$ cat src/rtl/fetch_unit.sv
// fetch_unit
// ----------
// Instruction fetch front end. Holds the program counter, drives it to a
// combinational instruction memory, captures the returned word into a small
// FIFO and presents {pc, inst, fault} to decode over a valid/ready handshake.
// A misaligned pc pushes one fault entry carrying NOP_INST and then halts
// fetch until a redirect arrives.
//
// Optional feature: define FETCH_PERF_EN to add the perf_fetch_cnt and
// perf_stall_cnt ports and counters.
//
// Ports:
//   clk             rising-edge clock
//   rst             asynchronous active-high reset
//   imem_pc         address to instruction memory (registered pc)
//   imem_inst       word returned combinationally for imem_pc
//   redirect_valid  flush the FIFO and load redirect_pc
//   redirect_pc     redirect target
//   out_valid       FIFO head valid
//   out_ready       decode accepts head
//   out_inst        head instruction
//   out_pc          head pc
//   out_fault       head is a misaligned-fetch fault
//   perf_fetch_cnt  pushes into the FIFO        (FETCH_PERF_EN only)
//   perf_stall_cnt  RUN cycles blocked by full  (FETCH_PERF_EN only)
module fetch_unit #(
  parameter int                     PC_WIDTH   = 32,
  parameter int                     INST_WIDTH = 32,
  parameter logic [PC_WIDTH-1:0]    RESET_PC   = 32'h0000_0000,
  parameter int                     FIFO_DEPTH = 2,
  parameter logic [INST_WIDTH-1:0]  NOP_INST   = 32'h0000_0013
) (
  input  logic                  clk,
  input  logic                  rst,
  output logic [PC_WIDTH-1:0]   imem_pc,
  input  logic [INST_WIDTH-1:0] imem_inst,
  input  logic                  redirect_valid,
  input  logic [PC_WIDTH-1:0]   redirect_pc,
  output logic                  out_valid,
  input  logic                  out_ready,
  output logic [INST_WIDTH-1:0] out_inst,
  output logic [PC_WIDTH-1:0]   out_pc,
  output logic                  out_fault
`ifdef FETCH_PERF_EN
  ,
  output logic [31:0]           perf_fetch_cnt,
  output logic [31:0]           perf_stall_cnt
`endif
);

  localparam int PTR_W = (FIFO_DEPTH > 1) ? $clog2(FIFO_DEPTH) : 1;
  localparam int CNT_W = $clog2(FIFO_DEPTH + 1);
  localparam logic [CNT_W-1:0] FULL_CNT = CNT_W'(FIFO_DEPTH);

  localparam logic [0:0] ST_RUN  = 1'b0;
  localparam logic [0:0] ST_HALT = 1'b1;

  logic [0:0]          state_q, state_d;
  logic [PC_WIDTH-1:0] pc_q, pc_d;
  logic [PTR_W-1:0]    wr_ptr_q, wr_ptr_d;
  logic [PTR_W-1:0]    rd_ptr_q, rd_ptr_d;
  logic [CNT_W-1:0]    count_q, count_d;

  // Entry storage is written only on push and never needs reset: the head
  // outputs are masked while the FIFO is empty.
  logic [PC_WIDTH-1:0]   fifo_pc_q   [FIFO_DEPTH];
  logic [INST_WIDTH-1:0] fifo_inst_q [FIFO_DEPTH];
  logic                  fifo_fault_q[FIFO_DEPTH];

  logic                  pop, can_push, push, stall, aligned;
  logic [INST_WIDTH-1:0] ent_inst_d;
  logic                  ent_fault_d;

  assign out_valid = (count_q != '0);
  assign pop       = out_valid & out_ready;
  assign can_push  = (count_q < FULL_CNT) | pop;
  assign aligned   = (pc_q[1:0] == 2'b00);
  assign push      = (state_q == ST_RUN) & ~redirect_valid & can_push;
  assign stall     = (state_q == ST_RUN) & ~redirect_valid & ~can_push;

  assign ent_inst_d  = aligned ? imem_inst : NOP_INST;
  assign ent_fault_d = ~aligned;

  always_comb begin
    state_d  = state_q;
    pc_d     = pc_q;
    wr_ptr_d = wr_ptr_q;
    rd_ptr_d = rd_ptr_q;
    count_d  = count_q;
    if (redirect_valid) begin
      // Flush drops everything, including a head being popped this cycle.
      state_d  = ST_RUN;
      pc_d     = redirect_pc;
      wr_ptr_d = '0;
      rd_ptr_d = '0;
      count_d  = '0;
    end else begin
      if (push) begin
        wr_ptr_d = wr_ptr_q + PTR_W'(1);
        if (aligned) pc_d = pc_q + PC_WIDTH'(4);
        else         state_d = ST_HALT;
      end
      if (pop) rd_ptr_d = rd_ptr_q + PTR_W'(1);
      unique case ({push, pop})
        2'b10:   count_d = count_q + CNT_W'(1);
        2'b01:   count_d = count_q - CNT_W'(1);
        default: count_d = count_q;
      endcase
    end
  end

  always_ff @(posedge clk or posedge rst) begin
    if (rst) begin
      state_q  <= ST_RUN;
      pc_q     <= RESET_PC;
      wr_ptr_q <= '0;
      rd_ptr_q <= '0;
      count_q  <= '0;
    end else begin
      state_q  <= state_d;
      pc_q     <= pc_d;
      wr_ptr_q <= wr_ptr_d;
      rd_ptr_q <= rd_ptr_d;
      count_q  <= count_d;
    end
  end

  always_ff @(posedge clk) begin
    if (push) begin
      fifo_pc_q[wr_ptr_q]    <= pc_q;
      fifo_inst_q[wr_ptr_q]  <= ent_inst_d;
      fifo_fault_q[wr_ptr_q] <= ent_fault_d;
    end
  end

  assign imem_pc   = pc_q;
  assign out_pc    = out_valid ? fifo_pc_q[rd_ptr_q]   : '0;
  assign out_inst  = out_valid ? fifo_inst_q[rd_ptr_q] : '0;
  assign out_fault = out_valid & fifo_fault_q[rd_ptr_q];

`ifdef FETCH_PERF_EN
  logic [31:0] perf_fetch_q, perf_fetch_d;
  logic [31:0] perf_stall_q, perf_stall_d;

  always_comb begin
    perf_fetch_d = perf_fetch_q + (push  ? 32'd1 : 32'd0);
    perf_stall_d = perf_stall_q + (stall ? 32'd1 : 32'd0);
  end

  always_ff @(posedge clk or posedge rst) begin
    if (rst) begin
      perf_fetch_q <= '0;
      perf_stall_q <= '0;
    end else begin
      perf_fetch_q <= perf_fetch_d;
      perf_stall_q <= perf_stall_d;
    end
  end

  assign perf_fetch_cnt = perf_fetch_q;
  assign perf_stall_cnt = perf_stall_q;
`else
  logic unused_stall;
  assign unused_stall = stall;
`endif

endmodule

$ cat config.mk
export PLATFORM = sky130hd
export DESIGN_NAME = fetch_unit
export DESIGN_NICKNAME = d
export VERILOG_FILES = /design/src/rtl/fetch_unit.sv
export SDC_FILE = /design/constraint.sdc
export NUM_CORES = 1
export LEC_CHECK = 0
export ABC_AREA = 1
export CORE_ASPECT_RATIO = 0.9
export CORE_MARGIN = 8
export CORE_UTILIZATION = 55
export DETAILED_ROUTE_END_ITERATION = 8
export PLACE_DENSITY = 0.95
export SYNTH_ARGS = -nofsm -noshare
export SYNTH_HDL_FRONTEND = slang
export SYNTH_SLANG_ARGS = --single-unit
$ cat constraint.sdc
create_clock -name clk -period 10.1 [get_ports clk]
set_input_delay 2.525 -clock clk [delete_from_list [all_inputs] [get_ports clk]]
set_output_delay 2.525 -clock clk [all_outputs]
set_load 0.005 [all_outputs]
==> reports/results.tsv, run 1 <==
metric	value	unit
pwr-share-seq	42.9	%
coreArea	13900	sq um
synth.cell_area	7760	sq um
htree_levels	4	
cts.sinks	167	
syn_nets	917	
synth_seq_cells	167	
clkTransAtPathRegs	0.06	ns
rows	41	
path_max_fanout	68	
placedCellCount	1173	
gp_congestion	0.957	
status	complete, no violations	
fp.dieArea	18200	sq um
regArea	4830	sq um
max_cap_viol_count	0	
ir_worst_vdd	0.148	mV
ios	166	
cts_tree	built	
p_sw_share	28.5	%
p_per_area	208	nW/um^2
holdCritPathClass	reg2reg	
final_cells	1205	
layout-drive-gt1-share	5.73	%
ys_types	34	
critPathArrivalTime	3.43	ns
vias	6505	
critical_path.startpoint_type	flip-flop	
diodes	0	
ctsRootBufferMaster	clkbuf_16	
track_usage	22.6	%
finalPower	2.11	mW
clock_latency	0.42	ns
nNetsFinal	1068	
fill_cells	957	
crit_path_max_incr_delay	1.21	ns
clkPwrFrac	32.8	%
hold_ws	0.561	ns
drc	0	
power_switching	0.601	mW
internal_power	1.51	mW
relSlewSlack	13.1	%
rsz0062_at_grt	false	
hold_buffers	0	
synth-seq-area-share	62.2	%
combPwrFrac	24.2	%
crit_buf_inv	2	
ant_nets	0	
grt_max_degree	69	
hold_viol	0	
numCtsBuffers	17	
cts_resized	0	
worst_pin_slew	1.30	ns
setup_viol	0	
cpLargestDelayFamily	buffers and inverters	
critical_path_class	reg2out	
cp.required	7.58	ns
pre_cts_slack	4.15	ns
portBuffers	165	
start_util	55.8	%
yosysWarnings	0	
wl_per_cell	16.9	um
worstPathCellList	inv_2, nand2_1, a21oi_1, clkdlybuf4s50_1	
grt_pass1_wl	32100	um
post-dp-hpwl	13200	um
slew_violations	0	
setup_slack	4.14	ns
multi_input_area	2480	sq um
syn_avg_cell_area	9.15	sq um
fp.dieH	129	um
fin_crit	5.96	ns
synth_cells	848	
area_growth_syn_to_layout	31.0	%
fmax	168	MHz
antenna_found_initial	0	
grt_pass1_vias	6250	
skew	0.00768	ns
wirelength	20400	um
drtIter0Drc	575	
fin_setup_tns	0	ns
endpoint_kind	output pin	
firstDrtPassIters	5	
slowest_stage	dfrtp_2	
via_per_inst	5.40	
leakage	4.03	nW
grt_overflow	0	
clockBufferDepth	2	
die_x	141	um
finalCritPeriodShare	59.0	%
cts_setup_buffers	0	
==> metal layers <==
metal / part of all wire [%] / up-vias / global-route usage, %
li1: - / 3085 / -
met1: 40 / 3046 / 28.6
met4: 2.0 / 0 / 8.33
met5: 0 / - / 0
met3: 9.8 / 36 / 6.00
met2: 48 / 338 / 37.0
==> final timing paths <==
kind,from,to,slack [ns],cells after the start
min in group asynchronous,rst,imem_pc[1]$_DFFE_PP0P_,2.53,3
hold / removal,imem_pc[0]$_DFFE_PP0P_,fifo_pc_q[0][0]$_DFFE_PP_,0.56,0
setup reg to reg,count_q[1]$_DFFE_PP0P_,fifo_pc_q[1][9]$_DFFE_PP_,7.55,4
setup / recovery,rd_ptr_q$_DFFE_PP0P_,out_pc[22],4.14,4
hold reg to reg,imem_pc[0]$_DFFE_PP0P_,fifo_pc_q[0][0]$_DFFE_PP_,0.56,0
max in group asynchronous,rst,rd_ptr_q$_DFFE_PP0P_,7.20,3
==> worst register-to-register path: cells and delay by family (launching register included) <==
family	cells	cell delay (ns)
simple gates	3	1.13
buf+inv	1	0.58
flops	1	0.44
==> power groups by stage <==
stage,clock [mW],combinational (mW),sequential (mW)
after floorplan,0,0.252,0.882
after global placement,0,0.495,0.912
after detailed placement,0,0.508,0.916
after CTS,0.701,0.515,0.904
after global routing,0.728,0.562,0.914
final,0.692,0.511,0.906
==> through the flow <==
stage               area (sq um)  util [%]
global placement            9520      68.5
global route               10200      73.1
detailed placement          9520      68.5
floorplan                   7760         -
CTS                        10200      73.1
finish                     10200      73.1
==> synthesized netlist by cell type, drive strengths merged <==
master	n	area (sq um)
a21boi	1	7.51
a21oi	85	425
a31oi	4	25.0
a32oi	1	8.76
buf	25	141
clkbuf	13	48.8
dfrtp	37	926
edfxtp	130	3900
ha	1	12.5
inv	74	280
nand2	281	1060
nand3	37	190
nand3b	1	7.51
nand4	5	46.3
nor2	116	463
nor3	4	20.0
o211ai	3	22.5
o21ai	22	110
o21bai	1	7.51
o22ai	1	6.26
or2	4	25.0
xnor2	2	17.5
==> state kept, by name (all words and copies together) (netlist names) <==
register,cells
fifo_fault_q,2
fifo_inst_q,64
fifo_pc_q,64
state_q,1
rd_ptr_q,1
wr_ptr_q,1
imem_pc,32
count_q,2
==> cell families (layout without fill, tap and decap cells) <==
| family | after synthesis | after routing | share of synthesized area, % |
|---|---|---|---|
| adders and majority gates | 1 | 1 | 0.161 |
| AOI/OAI and AO/OA | 118 | 118 | 7.90 |
| buffers and inverters | 112 | 276 | 6.06 |
| and+or+nand+nor | 448 | 448 | 23.4 |
| DFF | 167 | 167 | 62.2 |
| xor gates and xnor gates | 2 | 2 | 0.226 |
==> layout by cell type, fill, tap and decap left out, types with 4 or more instances in the layout <==
master,instances
nand2_1,279
clkdlybuf4s50_1,165
edfxtp_1,130
nor2_1,106
a21oi_1,85
inv_1,70
nand3_1,36
dfrtp_1,36
o21ai_0,19
clkbuf_16,17
nor2_2,5
nor2_4,5
buf_4,5
nor3_1,4
nand4_1,4
or2_2,4
a31oi_1,4
bufinv_16,4
==> cell type report <==
cell class	count	area share, %
Sequential cell	167	47.5
Multi-Input combinational cell	569	24.4
Timing Repair Buffer	170	16.6
Clock buffer	22	4.67
Inverter	74	2.76
Tap cell	193	2.38
Clock inverter	10	1.63
Note: power is estimated with default switching activity, not from simulation.
==> run 2: changes to the inputs <==
- CORE_UTILIZATION: 55 -> 46
- PLACE_DENSITY: 0.95 -> 0.88
- clock period: 10.1 -> 4.9 ns (I/O delays scaled with it)
==> run 2 against run 1 <==
Against the previous run: flip-flop and latch count unchanged; core utilization down 12 points; critical path depth unchanged; via count down 1.3%; combinational power up 110%; die area up 17%; cell area about the same; largest cell class unchanged.
==> reports/results.tsv, run 2 (synthesis results as in run 1) <==
metric	value	unit	change
cts_setup_buffers	0		unchanged
drc	0		unchanged
wirelength	20300	um	-0.29%
grt_overflow	0		unchanged
finalCritPeriodShare	77.7	%	
clockBufferDepth	2		unchanged
fmax	263	MHz	
wl_per_cell	16.6	um	-2.1%
grt_max_degree	68		-1.4%
via_per_inst	5.23		-3.0%
worstPathCellList	inv_2, nand2_1, a21oi_1, clkdlybuf4s50_1		
start_util	46.4	%	-9.4 points
fin_crit	3.81	ns	
final_cell_mix	nand2_1, clkdlybuf4s50_1, edfxtp_1, nor2_1, a21oi_1		
ios	166		unchanged
path_max_fanout	65		-4.4%
diodes	0		unchanged
fp.dieArea	21300	sq um	+17%
crit_path_max_incr_delay	0.83	ns	-0.38 ns
setup_viol	0		unchanged
slowest_stage	inv_2		
area_growth_syn_to_layout	31.1	%	about the same
portBuffers	165		unchanged
htree_levels	4		unchanged
nNetsFinal	1072		+0.37%
hold_buffers	0		unchanged
slew_violations	0		unchanged
grt_pass1_wl	32500	um	+1.1%
relSlewSlack	22.6	%	+9.5 points
layout-drive-gt1-share	6.20	%	+0.47 points
numCtsBuffers	17		unchanged
ir_worst_vdd	0.233	mV	+57%
critical_path_class	reg2out		
cp.required	3.67	ns	-3.91 ns
critical_path.startpoint_type	flip-flop		
endpoint_kind	output pin		
max_cap_viol_count	0		unchanged
leakage	4.02	nW	-0.34%
p_per_area	418	nW/um^2	+100%
ant_nets	0		unchanged
vias	6423		-1.3%
layout_commonest_cell	nand2_1		
firstDrtPassIters	5		unchanged
fp.dieH	139	um	+8.2%
die_x	153	um	+8.3%
cts.sinks	167		unchanged
clkTransAtPathRegs	0.06	ns	about the same
holdCritPathClass	reg2reg		
gp_congestion	0.862		-9.9%
skew	0.00812	ns	+0.000436 ns
track_usage	19.1	%	-3.5 points
coreArea	16700	sq um	+20%
drtIter0Drc	464		-19%
post-dp-hpwl	13700	um	+3.7%
fin_setup_tns	0	ns	unchanged
cts_resized	0		unchanged
cts_tree	built		
ctsRootBufferMaster	clkbuf_16		
clock_latency	0.42	ns	about the same
antenna_found_initial	0		unchanged
worst_pin_slew	1.16	ns	-0.145 ns
rsz0062_at_grt	false		
critPathArrivalTime	2.58	ns	-0.85 ns
finalPower	4.26	mW	+100%
grt_pass1_vias	6386		+2.2%
status	complete, no violations		
rows	45		+9.8%
hold_viol	0		unchanged
-- run 2: critical path, delay by kind of cell, from the launching register on --
| family | cells | cell delay (ns) |
|---|---|---|
| AO/OA/AOI/OAI | 1 | 0.25 |
| buffers and inverters | 2 | 1.37 |
| AND/OR/NAND/NOR | 1 | 0.13 |
| flip-flops | 1 | 0.40 |
-- run 2: final cells by class --
type,instances,area [sq um]
sequential,167,4830
tap,211,264
fill,1371,6550
timing repair buffer,174,1720
multi-input combinational,569,2480
inverter,74,280
clock buffer,18,429
clock inverter,14,166
-- run 2: layer usage --
metal / share of wire, % / wire [um] / vias to the layer above / track usage [%]
met1: 42 / 8530 / 3019 / 23.5
met5: 0 / 0 / - / 0
met2: 48 / 9810 / 273 / 31.2
met4: 1.6 / 329 / 0 / 6.45
li1: - / - / 3102 / -
met3: 8.2 / 1680 / 29 / 6.41
-- run 2: through the flow --
step / instance area (sq um) / util (%) / std cells / setup slack, ns / hold slack, ns
6_report: 10200 / 60.8 / 1227 / 1.09 / 0.581
4_1_cts: 10200 / 60.8 / 1227 / 1.03 / 0.574
5_1_grt: 10200 / 60.8 / 1227 / 0.861 / 0.603
3_5_place_dp: 9580 / 57.3 / 1195 / 1.31 / 0.566
3_3_place_gp: 9580 / 57.3 / 1195 / 1.37 / 0.560
2_1_floorplan: 7760 / - / 848 / 0.131 / 0.479
-- run 2: path summary, 6_finish.rpt --
| kind | start | endpoint | slack [ns] | depth (start not counted) |
|---|---|---|---|---|
| min in group asynchronous | rst | imem_pc[0]$_DFFE_PP0P_ | 1.23 | 3 |
| worst max register to register | count_q[1]$_DFFE_PP0P_ | fifo_pc_q[0][23]$_DFFE_PP_ | 2.67 | 4 |
| max in group asynchronous | rst | rd_ptr_q$_DFFE_PP0P_ | 3.30 | 3 |
| worst max-delay path | rd_ptr_q$_DFFE_PP0P_ | out_pc[2] | 1.09 | 4 |
| worst min-delay path | count_q[0]$_DFFE_PP0P_ | count_q[0]$_DFFE_PP0P_ | 0.58 | 1 |
| worst min register to register | count_q[0]$_DFFE_PP0P_ | count_q[0]$_DFFE_PP0P_ | 0.58 | 1 |
-- run 2: power by group --
group	internal [mW]	total (mW)	switching, mW
combinational	0.510	1.09	0.577
sequential	1.71	1.83	0.125
clock	0.765	1.34	0.574
